### src/rtl/return_stack_ctrl_pkg.sv
// Shared definitions for the ST-stage return-address stack controller.
// Optional feature macro: RSTACK_WRAP_EN (push while full overwrites the oldest entry).
package return_stack_ctrl_pkg;

  localparam int DEF_ADDR_W = 32;
  localparam int DEF_DEPTH  = 8;

  // Encodings are fixed so they line up with the CPU control unit's decode.
  typedef enum logic [1:0] {
    ST_IDLE     = 2'd0,
    ST_PUSH_WR  = 2'd1,
    ST_POP_RD   = 2'd2,
    ST_POP_DONE = 2'd3
  } rs_state_e;

endpackage

### src/rtl/return_stack_ctrl_if.sv
// Request/response bundle between the ST stage (master) and the return-stack controller (slave).
// Optional feature macro of the controller: RSTACK_WRAP_EN.
interface return_stack_ctrl_if #(
  parameter int ADDR_W = 32,
  parameter int DEPTH  = 8
);
  localparam int CNT_W = $clog2(DEPTH + 1);

  logic              st_w;
  logic              st_r;
  logic [ADDR_W-1:0] push_addr;
  logic              err_clr;
  logic              ready;
  logic              done;
  logic [ADDR_W-1:0] pop_addr;
  logic              full;
  logic              empty;
  logic [CNT_W-1:0]  count;
  logic              ovf_err;
  logic              unf_err;

  modport master (
    output st_w, st_r, push_addr, err_clr,
    input  ready, done, pop_addr, full, empty, count, ovf_err, unf_err
  );

  modport slave (
    input  st_w, st_r, push_addr, err_clr,
    output ready, done, pop_addr, full, empty, count, ovf_err, unf_err
  );

endinterface

### src/rtl/return_stack_ctrl_mem.sv
// Return-stack RAM (rstack_mem): DEPTH x ADDR_W, one write port, one synchronous registered read port.
// Contents are never reset; only the read register is. Optional controller macro: RSTACK_WRAP_EN.
module return_stack_ctrl_mem #(
  parameter  int ADDR_W = 32,
  parameter  int DEPTH  = 8,
  localparam int PTR_W  = $clog2(DEPTH)
) (
  input  logic              clk,
  input  logic              rst_n,
  input  logic              wr_en,
  input  logic [PTR_W-1:0]  wr_addr,
  input  logic [ADDR_W-1:0] wr_data,
  input  logic              rd_en,
  input  logic [PTR_W-1:0]  rd_addr,
  output logic [ADDR_W-1:0] rd_data
);

  logic [ADDR_W-1:0] mem_q [DEPTH];
  logic [ADDR_W-1:0] rd_data_q;
  logic [ADDR_W-1:0] rd_data_d;

  // Storage array write port.
  always_ff @(posedge clk) begin
    if (wr_en) begin
      mem_q[wr_addr] <= wr_data;
    end
  end

  // Read register holds its value unless a read is issued.
  always_comb begin
    rd_data_d = rd_data_q;
    if (rd_en) begin
      rd_data_d = mem_q[rd_addr];
    end else begin
      rd_data_d = rd_data_q;
    end
  end

  // Registered read data.
  always_ff @(posedge clk) begin
    if (!rst_n) begin
      rd_data_q <= {ADDR_W{1'b0}};
    end else begin
      rd_data_q <= rd_data_d;
    end
  end

  assign rd_data = rd_data_q;

endmodule

### src/rtl/return_stack_ctrl.sv
// Return-address stack controller: push/pop FSM, stack pointer, entry count and sticky errors.
// Optional macro RSTACK_WRAP_EN: a push while full overwrites the oldest entry instead of flagging ovf_err.
module return_stack_ctrl
  import return_stack_ctrl_pkg::*;
#(
  parameter int ADDR_W = DEF_ADDR_W,
  parameter int DEPTH  = DEF_DEPTH
) (
  input logic                clk,
  input logic                rst_n,
  return_stack_ctrl_if.slave bus
);

  localparam int PTR_W = $clog2(DEPTH);
  localparam int CNT_W = $clog2(DEPTH + 1);
  localparam logic [PTR_W-1:0] PTR_ONE  = PTR_W'(1);
  localparam logic [CNT_W-1:0] CNT_ONE  = CNT_W'(1);
  localparam logic [CNT_W-1:0] CNT_FULL = CNT_W'(DEPTH);

  rs_state_e         state_q, state_d;
  logic [PTR_W-1:0]  sp_q, sp_d;
  logic [CNT_W-1:0]  count_q, count_d;
  logic              full_q, full_d;
  logic              empty_q, empty_d;
  logic              ovf_q, ovf_d;
  logic              unf_q, unf_d;
  logic              pop_unf_q, pop_unf_d;
  logic [ADDR_W-1:0] pop_addr_q, pop_addr_d;
  logic              ready_q, ready_d;
  logic              done_q, done_d;

  logic              ovf_set_s;
  logic              unf_set_s;
  logic              wr_en_s;
  logic              rd_en_s;
  logic [PTR_W-1:0]  rd_addr_s;
  logic [ADDR_W-1:0] rd_data_s;

  return_stack_ctrl_mem #(
    .ADDR_W (ADDR_W),
    .DEPTH  (DEPTH)
  ) u_mem (
    .clk     (clk),
    .rst_n   (rst_n),
    .wr_en   (wr_en_s),
    .wr_addr (sp_q),
    .wr_data (bus.push_addr),
    .rd_en   (rd_en_s),
    .rd_addr (rd_addr_s),
    .rd_data (rd_data_s)
  );

  // Next-state, pointer/count update and RAM control.
  always_comb begin
    state_d    = state_q;
    sp_d       = sp_q;
    count_d    = count_q;
    pop_unf_d  = pop_unf_q;
    pop_addr_d = pop_addr_q;
    ovf_set_s  = 1'b0;
    unf_set_s  = 1'b0;
    wr_en_s    = 1'b0;
    rd_en_s    = 1'b0;
    rd_addr_s  = sp_q - PTR_ONE;

    case (state_q)
      ST_IDLE: begin
        if (bus.st_w) begin
          state_d = ST_PUSH_WR;
          if (!full_q) begin
            wr_en_s = 1'b1;
            sp_d    = sp_q + PTR_ONE;
            count_d = count_q + CNT_ONE;
          end else begin
`ifdef RSTACK_WRAP_EN
            wr_en_s = 1'b1;
            sp_d    = sp_q + PTR_ONE;
`else
            ovf_set_s = 1'b1;
`endif
          end
        end else if (bus.st_r) begin
          state_d = ST_POP_RD;
          if (!empty_q) begin
            rd_en_s   = 1'b1;
            sp_d      = sp_q - PTR_ONE;
            count_d   = count_q - CNT_ONE;
            pop_unf_d = 1'b0;
          end else begin
            unf_set_s = 1'b1;
            pop_unf_d = 1'b1;
          end
        end else begin
          state_d = ST_IDLE;
        end
      end
      ST_PUSH_WR: begin
        state_d = ST_IDLE;
      end
      ST_POP_RD: begin
        // RAM output register now holds the popped entry.
        state_d = ST_POP_DONE;
        if (pop_unf_q) begin
          pop_addr_d = {ADDR_W{1'b0}};
        end else begin
          pop_addr_d = rd_data_s;
        end
      end
      ST_POP_DONE: begin
        state_d = ST_IDLE;
      end
      default: begin
        state_d = ST_IDLE;
      end
    endcase
  end

  // Sticky errors, status flags and handshake outputs.
  always_comb begin
    ovf_d   = ovf_q;
    unf_d   = unf_q;
    // A new error in the same cycle as err_clr takes precedence.
    if (ovf_set_s) begin
      ovf_d = 1'b1;
    end else if (bus.err_clr) begin
      ovf_d = 1'b0;
    end else begin
      ovf_d = ovf_q;
    end
    if (unf_set_s) begin
      unf_d = 1'b1;
    end else if (bus.err_clr) begin
      unf_d = 1'b0;
    end else begin
      unf_d = unf_q;
    end
    full_d  = (count_d == CNT_FULL);
    empty_d = (count_d == {CNT_W{1'b0}});
    ready_d = (state_d == ST_IDLE);
    done_d  = (state_d == ST_PUSH_WR) || (state_d == ST_POP_DONE);
  end

  // Controller state registers.
  always_ff @(posedge clk) begin
    if (!rst_n) begin
      state_q    <= ST_IDLE;
      sp_q       <= {PTR_W{1'b0}};
      count_q    <= {CNT_W{1'b0}};
      full_q     <= 1'b0;
      empty_q    <= 1'b1;
      ovf_q      <= 1'b0;
      unf_q      <= 1'b0;
      pop_unf_q  <= 1'b0;
      pop_addr_q <= {ADDR_W{1'b0}};
      ready_q    <= 1'b1;
      done_q     <= 1'b0;
    end else begin
      state_q    <= state_d;
      sp_q       <= sp_d;
      count_q    <= count_d;
      full_q     <= full_d;
      empty_q    <= empty_d;
      ovf_q      <= ovf_d;
      unf_q      <= unf_d;
      pop_unf_q  <= pop_unf_d;
      pop_addr_q <= pop_addr_d;
      ready_q    <= ready_d;
      done_q     <= done_d;
    end
  end

  assign bus.ready    = ready_q;
  assign bus.done     = done_q;
  assign bus.pop_addr = pop_addr_q;
  assign bus.full     = full_q;
  assign bus.empty    = empty_q;
  assign bus.count    = count_q;
  assign bus.ovf_err  = ovf_q;
  assign bus.unf_err  = unf_q;

endmodule

### src/flat_wrapper.sv
// flat-port wrapper written by rule: the top's interface ports become plain ports
module return_stack_ctrl_flat import return_stack_ctrl_pkg::*;
#(
  parameter int ADDR_W = DEF_ADDR_W,
  parameter int DEPTH  = DEF_DEPTH
)
  (clk, rst_n, bus_st_w, bus_st_r, bus_push_addr, bus_err_clr, bus_ready, bus_done, bus_pop_addr, bus_full, bus_empty, bus_count, bus_ovf_err, bus_unf_err);
  return_stack_ctrl_if #(.ADDR_W(ADDR_W), .DEPTH(DEPTH)) bus_i ();
  input logic clk;
  input logic rst_n;
  input wire logic [$bits(bus_i.st_w)-1:0] bus_st_w;
  input wire logic [$bits(bus_i.st_r)-1:0] bus_st_r;
  input wire logic [$bits(bus_i.push_addr)-1:0] bus_push_addr;
  input wire logic [$bits(bus_i.err_clr)-1:0] bus_err_clr;
  output wire logic [$bits(bus_i.ready)-1:0] bus_ready;
  output wire logic [$bits(bus_i.done)-1:0] bus_done;
  output wire logic [$bits(bus_i.pop_addr)-1:0] bus_pop_addr;
  output wire logic [$bits(bus_i.full)-1:0] bus_full;
  output wire logic [$bits(bus_i.empty)-1:0] bus_empty;
  output wire logic [$bits(bus_i.count)-1:0] bus_count;
  output wire logic [$bits(bus_i.ovf_err)-1:0] bus_ovf_err;
  output wire logic [$bits(bus_i.unf_err)-1:0] bus_unf_err;
  assign bus_i.st_w = bus_st_w;
  assign bus_i.st_r = bus_st_r;
  assign bus_i.push_addr = bus_push_addr;
  assign bus_i.err_clr = bus_err_clr;
  assign bus_ready = bus_i.ready;
  assign bus_done = bus_i.done;
  assign bus_pop_addr = bus_i.pop_addr;
  assign bus_full = bus_i.full;
  assign bus_empty = bus_i.empty;
  assign bus_count = bus_i.count;
  assign bus_ovf_err = bus_i.ovf_err;
  assign bus_unf_err = bus_i.unf_err;
  return_stack_ctrl #(.ADDR_W(ADDR_W), .DEPTH(DEPTH)) u_core (.clk(clk), .rst_n(rst_n), .bus(bus_i));
endmodule
### config.mk
export PLATFORM = sky130hd
export DESIGN_NAME = return_stack_ctrl_flat
export DESIGN_NICKNAME = d
export VERILOG_FILES = /design/src/rtl/return_stack_ctrl_pkg.sv /design/src/rtl/return_stack_ctrl_if.sv /design/src/rtl/return_stack_ctrl_mem.sv /design/src/rtl/return_stack_ctrl.sv /design/src/flat_wrapper.sv
export SDC_FILE = /design/constraint.sdc
export NUM_CORES = 1
export LEC_CHECK = 0
export CAP_MARGIN = 5
export CORE_ASPECT_RATIO = 0.6
export CORE_MARGIN = 4
export CORE_UTILIZATION = 25
export DETAILED_ROUTE_END_ITERATION = 10
export GPL_TIMING_DRIVEN = 1
export SETUP_SLACK_MARGIN = 0.4
export SYNTH_ARGS = -nofsm -noshare
export SYNTH_HDL_FRONTEND = slang
export SYNTH_SLANG_ARGS = --single-unit
### constraint.sdc
create_clock -name clk -period 9.05 [get_ports clk]
set_input_delay 0.905 -clock clk [delete_from_list [all_inputs] [get_ports clk]]
set_output_delay 0.905 -clock clk [all_outputs]
set_load 0.05 [all_outputs]
==> summary.md, run 1 <==
| Metric | Value |
|---|---|
| Clock Power Share | `0.350` |
| Io pins | `79` |
| First-pass DRT Iterations | `5` |
| Critical path cell sequence | `clkdlybuf4s50_1, and2b_1, nand3_1, nor3_2, buf_4` |
| Register area share after synthesis | `0.727` |
| Initial antenna violation count | `0` |
| Final non-filler cell total | `1528` |
| Critical Path RT | `9.25 ns` |
| Unrepaired setup endpoints after global routing | `false` |
| Final nets | `865` |
| Leakage | `4.68 nW` |
| Clk buf depth | `3` |
| Die W | `299 um` |
| Setup violations, final | `0` |
| CTS Hold Bufs | `0` |
| Final Cell Area | `15200 sq um` |
| Distinct cells, synth | `43` |
| H-tree depth | `1` |
| Pwr Total | `3.52 mW` |
| Crit path time final | `3.50 ns` |
| Crit path DAT | `3.70 ns` |
| Placed Cells | `1476` |
| Synth Flop Type | `edfxtp_1` |
| Number of global-route vias before repair | `6734` |
| Post-Syn Area | `12700 sq um` |
| Fmax | `286 MHz` |
| Area added between synthesis and finish | `19.3%` |
| Switch share | `0.258` |
| Max-slew violation count | `0` |
| Crit share post-route | `0.387` |
| WP buf/inv | `2` |
| Iteration-0 DRC Markers | `496` |
| Clk pin slew, worst setup/hold paths | `0.07 ns` |
| Syn Nets | `796` |
| Pwr dens | `231 nW/um^2` |
| CTS buffer count | `28` |
| CP Class | `input port to register` |
| DP HPWL | `16.7 mm` |
| Ant diodes | `0` |
| Post-DP Area | `14300 sq um` |
| Ratio of cells with drive above 1 in the final layout | `0.165` |
| Worst VDD drop | `0.132 mV` |
| Global-route usage over all layers | `0.103` |
| Die Area | `54800 sq um` |
| GP Congestion | `0.717` |
| Slowest stage delay, CP | `0.86 ns` |
| CP endpoint kind | `register` |
| First-pass GRT wire length | `43.6 mm` |
| Remaining DRCs | `0` |
| Relative slew margins | `0.219` |
| Flop pwr share | `0.500` |
| Max Clock Skew | `0.0242 ns` |
| Final core area utilization | `0.305` |
| Max-cap violations | `0` |
| Max Fanout on Critical Path | `23` |
| Die Y | `183 um` |
| Yosys warnings | `0` |
| Total grt overflow | `0` |
| CTS tree | `built` |
| Fin Setup TNS | `0 ns` |
| IO Port Bufs | `78` |
| Worst hold path type | `register to register` |
| Post-synth EDFFs | `256` |
| Drt via density | `4.36` |
| Status | `finished clean` |
| Fin. Hold Viols | `0` |
| Postcts setup bufs | `0` |
| Syn avg cell area | `16.9 sq um` |
| Post-cts gate resize count | `0` |
| P_int | `2.61 mW` |
| Synthesized flop and latch total | `335` |
| Fill count | `4872` |
| Antenna-violating nets left | `0` |
| Routed WL per cell | `18.7 um` |
| Starting density of the core | `0.255` |
| Core ar. | `49900 sq um` |
| Root buf cell | `clkbuf_16` |
| Via count | `6656` |
| FP Rows | `63` |
| Cells after Synth | `755` |
| Top delay family on crit path | `simple AND/OR/NAND/NOR gates` |
| CP max-delay cell | `nor3_2` |
| Power share of the combinational group | `0.150` |
| Reg area | `9270 sq um` |
| Routed WL | `28.5 mm` |
| Slew @ Worst Pin | `1.17 ns` |
| Clock sink count | `335` |
| Multi-input gate area | `3270 sq um` |
| Worst setup SP type | `input port` |
| Largest net degree at the start of global routing | `78` |
| P_sw | `907 uW` |
| Clock Latency Late Sink | `0.56 ns` |
| Async set-reset flop share out of synthesis | `0` |
[stage by stage]
| step | hold WS [ns] | worst slack [ns] |
|---|---|---|
| 2_1_floorplan | 0.489 | 4.99 |
| 3_3_place_gp | 0.455 | 4.99 |
| 3_5_place_dp | 0.460 | 4.95 |
| 4_1_cts | 0.470 | 5.52 |
| 5_1_grt | 0.514 | 5.36 |
| 6_report | 0.466 | 5.55 |
[cell usage after synthesis, drive strengths merged (2+ instances only)]
| library cell | instances | area [sq um] |
|---|---|---|
| a211oi | 2 | 25.0 |
| and2b | 2 | 15.0 |
| nor3 | 4 | 20.0 |
| nor2 | 15 | 72.6 |
| mux2i | 4 | 40.0 |
| xor2 | 4 | 35.0 |
| a22oi | 2 | 20.0 |
| a21oi | 34 | 174 |
| ha | 4 | 50.1 |
| inv | 5 | 18.8 |
| xnor2 | 4 | 35.0 |
| and2 | 4 | 25.0 |
| a31oi | 32 | 200 |
| nor2b | 34 | 213 |
| o21a | 2 | 15.0 |
| nand2b | 3 | 18.8 |
| clkbuf | 24 | 90.1 |
| dfxtp | 79 | 1580 |
| mux4 | 64 | 1440 |
| o21ai | 33 | 165 |
| a21boi | 2 | 15.0 |
| a32oi | 2 | 17.5 |
| nor3b | 33 | 253 |
| nand2 | 70 | 263 |
| buf | 26 | 170 |
| nand3 | 3 | 15.0 |
| edfxtp | 256 | 7690 |
[power groups by stage]
stage	Clock, mW	Combinational (mW)	Sequential [mW]
final	1.23	0.528	1.76
after global routing	1.33	0.576	1.77
after CTS	1.26	0.537	1.76
after detailed placement	0	0.535	1.79
after global placement	0	0.530	1.79
after floorplan	0	0.355	1.80
[placed cells by master, fill, tap and decap left out, drive strengths merged, types with 3 or more instances in the layout]
master / synthesis / layout
xor2: 4 / 4
nor2b: 34 / 34
nand3: 3 / 3
clkinv: 0 / 9
xnor2: 4 / 4
bufinv: 0 / 3
nor3: 4 / 4
inv: 5 / 6
a21oi: 34 / 34
nand2: 70 / 70
nor2: 15 / 15
a31oi: 32 / 32
and2: 4 / 4
clkinvlp: 0 / 3
ha: 4 / 4
edfxtp: 256 / 256
clkbuf: 24 / 36
o21ai: 33 / 33
clkdlybuf4s50: 0 / 77
buf: 26 / 12
nand2b: 3 / 3
dfxtp: 79 / 79
nor3b: 33 / 33
mux4: 64 / 64
mux2i: 4 / 4
[area by class of cell]
| cell class | count | share of cell area |
|---|---|---|
| clock buffers | 36 | 0.0494 |
| clock inverters | 16 | 0.0114 |
| inverters | 5 | 0.00123 |
| multi-input cells | 365 | 0.215 |
| flip-flops and latches | 335 | 0.610 |
| well taps | 682 | 0.0562 |
| repair buffers | 89 | 0.0565 |
[final timing paths]
path | to | startpoint | slack (ns) | cells past startpoint
hold / removal | u_core.bus.unf_err | u_core.bus.unf_err | 0.47 | 2
setup reg to reg | u_core.u_mem.mem_q[0][29] | u_core.state_q[1] | 5.90 | 4
hold reg to reg | u_core.bus.unf_err | u_core.bus.unf_err | 0.47 | 2
setup / recovery | u_core.u_mem.mem_q[0][29] | bus_st_w | 5.55 | 5
[per-layer routing]
layer | GRT usage | part of all wire | up-vias
met5 | 0 | 0 | -
met4 | 0.0136 | 0.010 | 0
met3 | 0.0198 | 0.043 | 27
met2 | 0.159 | 0.45 | 135
met1 | 0.155 | 0.49 | 3441
li1 | - | - | 3053
[worst reg2reg max path, stage by stage (launching register included)]
cell	delay [ns]
dfxtp_1	0.35
nor2_1	0.61
nand3_1	0.46
nor3_2	0.86
buf_4	0.53
[cell families after synthesis]
family / after synthesis / share of synthesized area
AO/OA/AOI/OAI: 112 / 0.0515
XOR/XNOR: 8 / 0.00550
adder cells (fa/ha/maj): 4 / 0.00393
buffers and inverters: 55 / 0.0219
flip-flops: 335 / 0.727
multiplexers: 68 / 0.116
AND/OR/NAND/NOR: 173 / 0.0735
[flip-flops by register name (all words and copies together), names as in the netlist, 2 cells and up]
signal and count:
u_core.u_mem.mem_q 256, u_core.bus.pop_addr 32, u_core.u_mem.rd_data 32, u_core.bus.count 4, u_core.sp_q 3, u_core.state_q 2
No activity file was read; power rests on OpenSTA's default activity.
==> run 2, diff against run 1 <==
==> constraint.sdc (replaced) <==
create_clock -name clk -period 3.3 [get_ports clk]
set_input_delay 0.33 -clock clk [delete_from_list [all_inputs] [get_ports clk]]
set_output_delay 0.33 -clock clk [all_outputs]
set_load 0.05 [all_outputs]
==> run 2 against run 1 <==
Utilization up 0.58 points. Sequential cell count stayed put. Die area did not move. Non-clock buffer count rose by 14. Critical path depth rose by 1. Hold slack worse by 0.20 ns. Final area increased by 1.9%.
==> summary.md, run 2 (synthesis results as in run 1) <==
| Metric | Value |
|---|---|
| Status | `finished clean` |
| Final nets | `881` |
| Leakage | `4.80 nW` |
| Clk pin slew, worst setup/hold paths | `0.07 ns` |
| Fin Setup TNS | `0 ns` |
| Critical path cell sequence | `inv_1, ha_4, buf_12, mux4_2, nand2_1, a31oi_1` |
| Setup violations, final | `0` |
| CP Depth | `6` |
| First-pass GRT wire length | `44.4 mm` |
| CP endpoint kind | `register` |
| Most common cell after layout, fill and taps aside | `edfxtp_1` |
| Relative slew margins | `0.469` |
| CTS Hold Bufs | `0` |
| Crit path DAT | `2.82 ns` |
| Most frequent cells in the layout | `edfxtp_1, clkdlybuf4s50_1, dfxtp_1` |
| Die Area | `54800 sq um` |
| Post-cts gate resize count | `0` |
| Clk buf depth | `3` |
| Crit share post-route | `0.718` |
| Routed WL per cell | `18.5 um` |
| Clock sink count | `335` |
| Root buf cell | `clkbuf_16` |
| Routed WL | `28.7 mm` |
| Iteration-0 DRC Markers | `616` |
| Initial antenna violation count | `1` |
| Postcts setup bufs | `0` |
| Ratio of cells with drive above 1 in the final layout | `0.177` |
| Hold depth | `2` |
| WP buf/inv | `2` |
| Hold Path Sink | `u_core.bus.empty` |
| DP HPWL | `17.9 mm` |
| CTS tree | `built` |
| Reg2reg path depth | `6` |
| Fmax | `422 MHz` |
| Drt via density | `4.38` |
| Fin. Hold Viols | `0` |
| CP max-delay cell | `ha_4` |
| Slew @ Worst Pin | `0.796 ns` |
| Worst setup SP type | `register` |
| GP Congestion | `0.751` |
| Remaining DRCs | `0` |
| Starting density of the core | `0.255` |
| H-tree depth | `1` |
| Die Y | `183 um` |
| Global-route usage over all layers | `0.105` |
| Final core area utilization | `0.310` |
| Top delay family on crit path | `adder cells` |
| Largest net degree at the start of global routing | `50` |
| Total grt overflow | `0` |
| Max Fanout on Critical Path | `33` |
| Max Clock Skew | `0.00892 ns` |
| Pwr dens | `634 nW/um^2` |
| HP Start | `rst_n` |
| Worst VDD drop | `0.385 mV` |
| R2r setup slk | `0.93 ns` |
| Ant diodes | `0` |
| First-pass DRT Iterations | `4` |
| Clock Latency Late Sink | `0.57 ns` |
| Max-slew violation count | `0` |
| Crit Reg-Reg Startpoint | `u_core.sp_q[0]` |
| Reg-to-Reg End | `u_core.u_mem.rd_data[2]` |
| FP Rows | `63` |
| Io pins | `79` |
| Via count | `6773` |
| Top reg by flops | `u_core.u_mem.mem_q` |
| Core ar. | `49900 sq um` |
| Unrepaired setup endpoints after global routing | `false` |
| Critical Path RT | `3.75 ns` |
| Antenna-violating nets left | `0` |
| Max-cap violations | `0` |
| Max reg flops | `256` |
| CTS buffer count | `30` |
| Number of global-route vias before repair | `6820` |
| Area added between synthesis and finish | `21.5%` |
| Slowest stage delay, CP | `0.66 ns` |
| Die W | `299 um` |
| CP Class | `register to register` |
| Worst hold path type | `input port to register` |
| Crit path time final | `2.37 ns` |
| IO Port Bufs | `78` |
==> run 2: cell types whose count changed in the layout (fill, tap and decap cells not counted), sizes merged <==
cell,before,now
clkinv,9,7
buf,12,26
bufinv,3,2
clkinvlp,3,1
clkbuf,36,45
==> run 2: where the power goes <==
part / leakage, nW / internal [mW] / switching (mW)
clock: 0.463 / 1.92 / 1.53
combinational: 1.38 / 0.653 / 0.873
sequential: 2.96 / 4.72 / 0.121
==> run 2: cell type report <==
| class | instances | area (sq um) |
|---|---|---|
| Multi-Input combinational cell | 365 | 3300 |
| Timing Repair Buffer | 103 | 1080 |
| Clock buffer | 45 | 837 |
| Inverter | 5 | 18.8 |
| Tap cell | 682 | 853 |
| Fill cell | 4876 | 34400 |
| Sequential cell | 335 | 9270 |
| Clock inverter | 11 | 125 |
==> run 2: worst max path at each step <==
stage | startpoint | endpoint | slack, ns
CTS | u_core.sp_q[0] | u_core.u_mem.rd_data[5] | 0.89
detailed placement | bus_st_w | u_core.u_mem.rd_data[2] | 0.75
global route | u_core.sp_q[0] | u_core.u_mem.rd_data[7] | 0.75
finish | u_core.sp_q[0] | u_core.u_mem.rd_data[2] | 0.93
floorplan | u_core.state_q[0] | u_core.u_mem.mem_q[6][0] | 0.38
global placement | bus_st_w | u_core.u_mem.rd_data[2] | 0.76
==> run 2: metrics by stage <==
| stage | hold WS [ns] | worst slack, ns | std cells | instance area, sq um | total power [mW] |
|---|---|---|---|---|---|
| finish | 0.265 | 0.931 | 1546 | 15500 | 9.81 |
| global route | 0.312 | 0.753 | 1546 | 15500 | 10.3 |
| CTS | 0.243 | 0.886 | 1546 | 15500 | 9.92 |
| detailed placement | 0.475 | 0.747 | 1490 | 14500 | 6.48 |
| global placement | 0.457 | 0.762 | 1490 | 14500 | 6.48 |
| floorplan | 0.429 | 0.383 | 755 | 12800 | 5.91 |
==> run 2: routing by layer <==
| metal | global-route usage | part of all wire |
|---|---|---|
| met1 | 0.155 | 0.49 |
| met2 | 0.161 | 0.45 |
| met3 | 0.0224 | 0.049 |
| met4 | 0.0175 | 0.012 |
| met5 | 0 | 0 |
==> run 3, diff against run 2 <==
==> constraint.sdc (replaced) <==
create_clock -name clk -period 2.3 [get_ports clk]
set_input_delay 0.23 -clock clk [delete_from_list [all_inputs] [get_ports clk]]
set_output_delay 0.23 -clock clk [all_outputs]
set_load 0.05 [all_outputs]
==> run 3 against run 2 <==
Hold slack got worse by 0.19 ns. Via count fell by 2.7%. Sequential power rose by 42%. Register-to-register slack got worse by 0.40 ns. Global-route usage fell by 0.36 points. First-iteration DRC count fell by 18%. Critical path type is now register to output port. Combinational power rose by 50%. Cell count rose by 0.19%. Non-clock buffer count rose by 1.
==> summary.md, run 3 (synthesis results as in run 1) <==
| Metric | Value |
|---|---|
| Status | `finished clean` |
| Final core area utilization | `0.313` |
| Worst VDD drop | `0.523 mV` |
| Worst hold path type | `input port to register` |
| Top reg by flops | `u_core.u_mem.mem_q` |
| CP Class | `register to output port` |
| Fin Hold WS | `0.0766 ns` |
| Clk pin slew, worst setup/hold paths | `0.06 ns` |
| Clk buf depth | `3` |
| Most common cell after layout, fill and taps aside | `edfxtp_1` |
| Relative slew margins | `0.550` |
| Drt via density | `4.26` |
| First-pass DRT Iterations | `5` |
| Pre-CTS setup slack | `0.251 ns` |
| Max-cap violations | `0` |
| Ant diodes | `0` |
| Max Clock Skew | `0.0127 ns` |
| Total grt overflow | `0` |
| Die Area | `54800 sq um` |
| Fill count | `4850` |
| Die Y | `183 um` |
| WP buf/inv | `1` |
| Pwr dens | `908 nW/um^2` |
| Number of global-route vias before repair | `6712` |
| CTS Hold Bufs | `0` |
| Die W | `299 um` |
| Antenna-violating nets left | `0` |
| Root buf cell | `clkbuf_16` |
| CP endpoint kind | `output port` |
| Worst setup margin | `0.482 ns` |
| Fin Setup TNS | `0 ns` |
| Worst setup SP type | `register` |
| Global-route usage over all layers | `0.101` |
| Via count | `6593` |
| Fmax | `550 MHz` |
| Routed WL per cell | `18.0 um` |
| Iteration-0 DRC Markers | `504` |
| Grt met2 use | `0.161` |
| Clock Latency Late Sink | `0.57 ns` |
| Routed WL | `27.9 mm` |
| CTS buffer count | `31` |
| Largest net degree at the start of global routing | `65` |
| Slowest stage delay, CP | `0.57 ns` |
| Leakage | `5.06 nW` |
| Core ar. | `49900 sq um` |
| CP max-delay cell | `dlygate4sd2_1` |
| Crit share post-route | `0.791` |
| Setup violations, final | `0` |
| Area added between synthesis and finish | `22.5%` |
| Most frequent cells in the layout | `edfxtp_1, dfxtp_1, nand2_1` |
| Max reg flops | `256` |
| Unrepaired setup endpoints after global routing | `false` |
| Io pins | `79` |
| Met1 Track Usage GR | `0.146` |
| CTS tree | `built` |
| Initial antenna violation count | `0` |
| H-tree depth | `1` |
| Ratio of cells with drive above 1 in the final layout | `0.194` |
| Placed Cells | `1489` |
| Reg area | `9280 sq um` |
| DP HPWL | `16.6 mm` |
| Fin. Hold Viols | `0` |
| GR peak layer | `met2` |
| Multi-input gate area | `3320 sq um` |
| Final nets | `883` |
| Max Fanout on Critical Path | `7` |
| Met3 Usage GRT | `0.0204` |
| FP Rows | `63` |
| Remaining DRCs | `0` |
| Crit path DAT | `1.59 ns` |
| Top delay family on crit path | `buffers and inverters` |
| Slew @ Worst Pin | `0.675 ns` |
| Critical Path RT | `2.07 ns` |
| GP Congestion | `0.723` |
| Starting density of the core | `0.255` |
| Max-slew violation count | `0` |
| First-pass GRT wire length | `42.9 mm` |
| Critical path cell sequence | `dlygate4sd2_1` |
| Clock sink count | `335` |
| IO Port Bufs | `78` |
| Final non-filler cell total | `1549` |
| Crit path time final | `1.82 ns` |
## run 3: cell types whose count changed in the layout (fill, tap and decap cells not counted), moves of 4 or more
cell / delta
buf_12: +9
buf_4: -8
clkbuf_1: -4
clkbuf_8: +4
clkdlybuf4s50_1: -42
clkinv_2: +5
dlygate4sd2_1: +42
## run 3: per-layer routing
layer  routed length (um)  up-vias
met4                  404        0
met2                12800      145
met1                13200     3310
met3                 1440       33
met5                    0        -
li1                     -     3105
## run 3: report_power, final
| group | leakage (nW) | internal, mW | switching (mW) | total (mW) |
|---|---|---|---|---|
| clock | 0.498 | 2.83 | 2.17 | 5.00 |
| sequential | 2.96 | 6.77 | 0.125 | 6.89 |
| combinational | 1.60 | 0.969 | 1.32 | 2.29 |
| total | 5.06 | 10.6 | 3.61 | 14.2 |
## run 3: path summary, 6_finish.rpt
path,from,endpoint,depth (start not counted),slack (ns)
max reg2reg,u_core.sp_q[0],u_core.u_mem.rd_data[13],6,0.53
max,u_core.bus.count[1],bus_count[1],1,0.48
min,rst_n,u_core.bus.full,3,0.08
min reg2reg,u_core.bus.unf_err,u_core.bus.unf_err,2,0.47
## run 3: final cells by class
| type | instances | share of cell area |
|---|---|---|
| Tap cell | 682 | 0.0547 |
| Timing Repair Buffer | 104 | 0.0733 |
| Sequential cell | 335 | 0.594 |
| Clock inverter | 12 | 0.00609 |
| Inverter | 5 | 0.00152 |
| Clock buffer | 46 | 0.0578 |
| Multi-Input combinational cell | 365 | 0.212 |
## run 3: repair_timing
item / in CTS / in global routing
setup buffers: 2 / 0
endpoints found under the setup margin: 43 / 0
resized for setup: 42 / 0
## run 3: per-stage QoR
stage / power [mW] / instance area [sq um]
6_report: 14.2 / 15600
5_1_grt: 14.8 / 15600
4_1_cts: 14.4 / 15600
3_5_place_dp: 9.35 / 14600
3_3_place_gp: 9.34 / 14600
2_1_floorplan: 8.57 / 12900
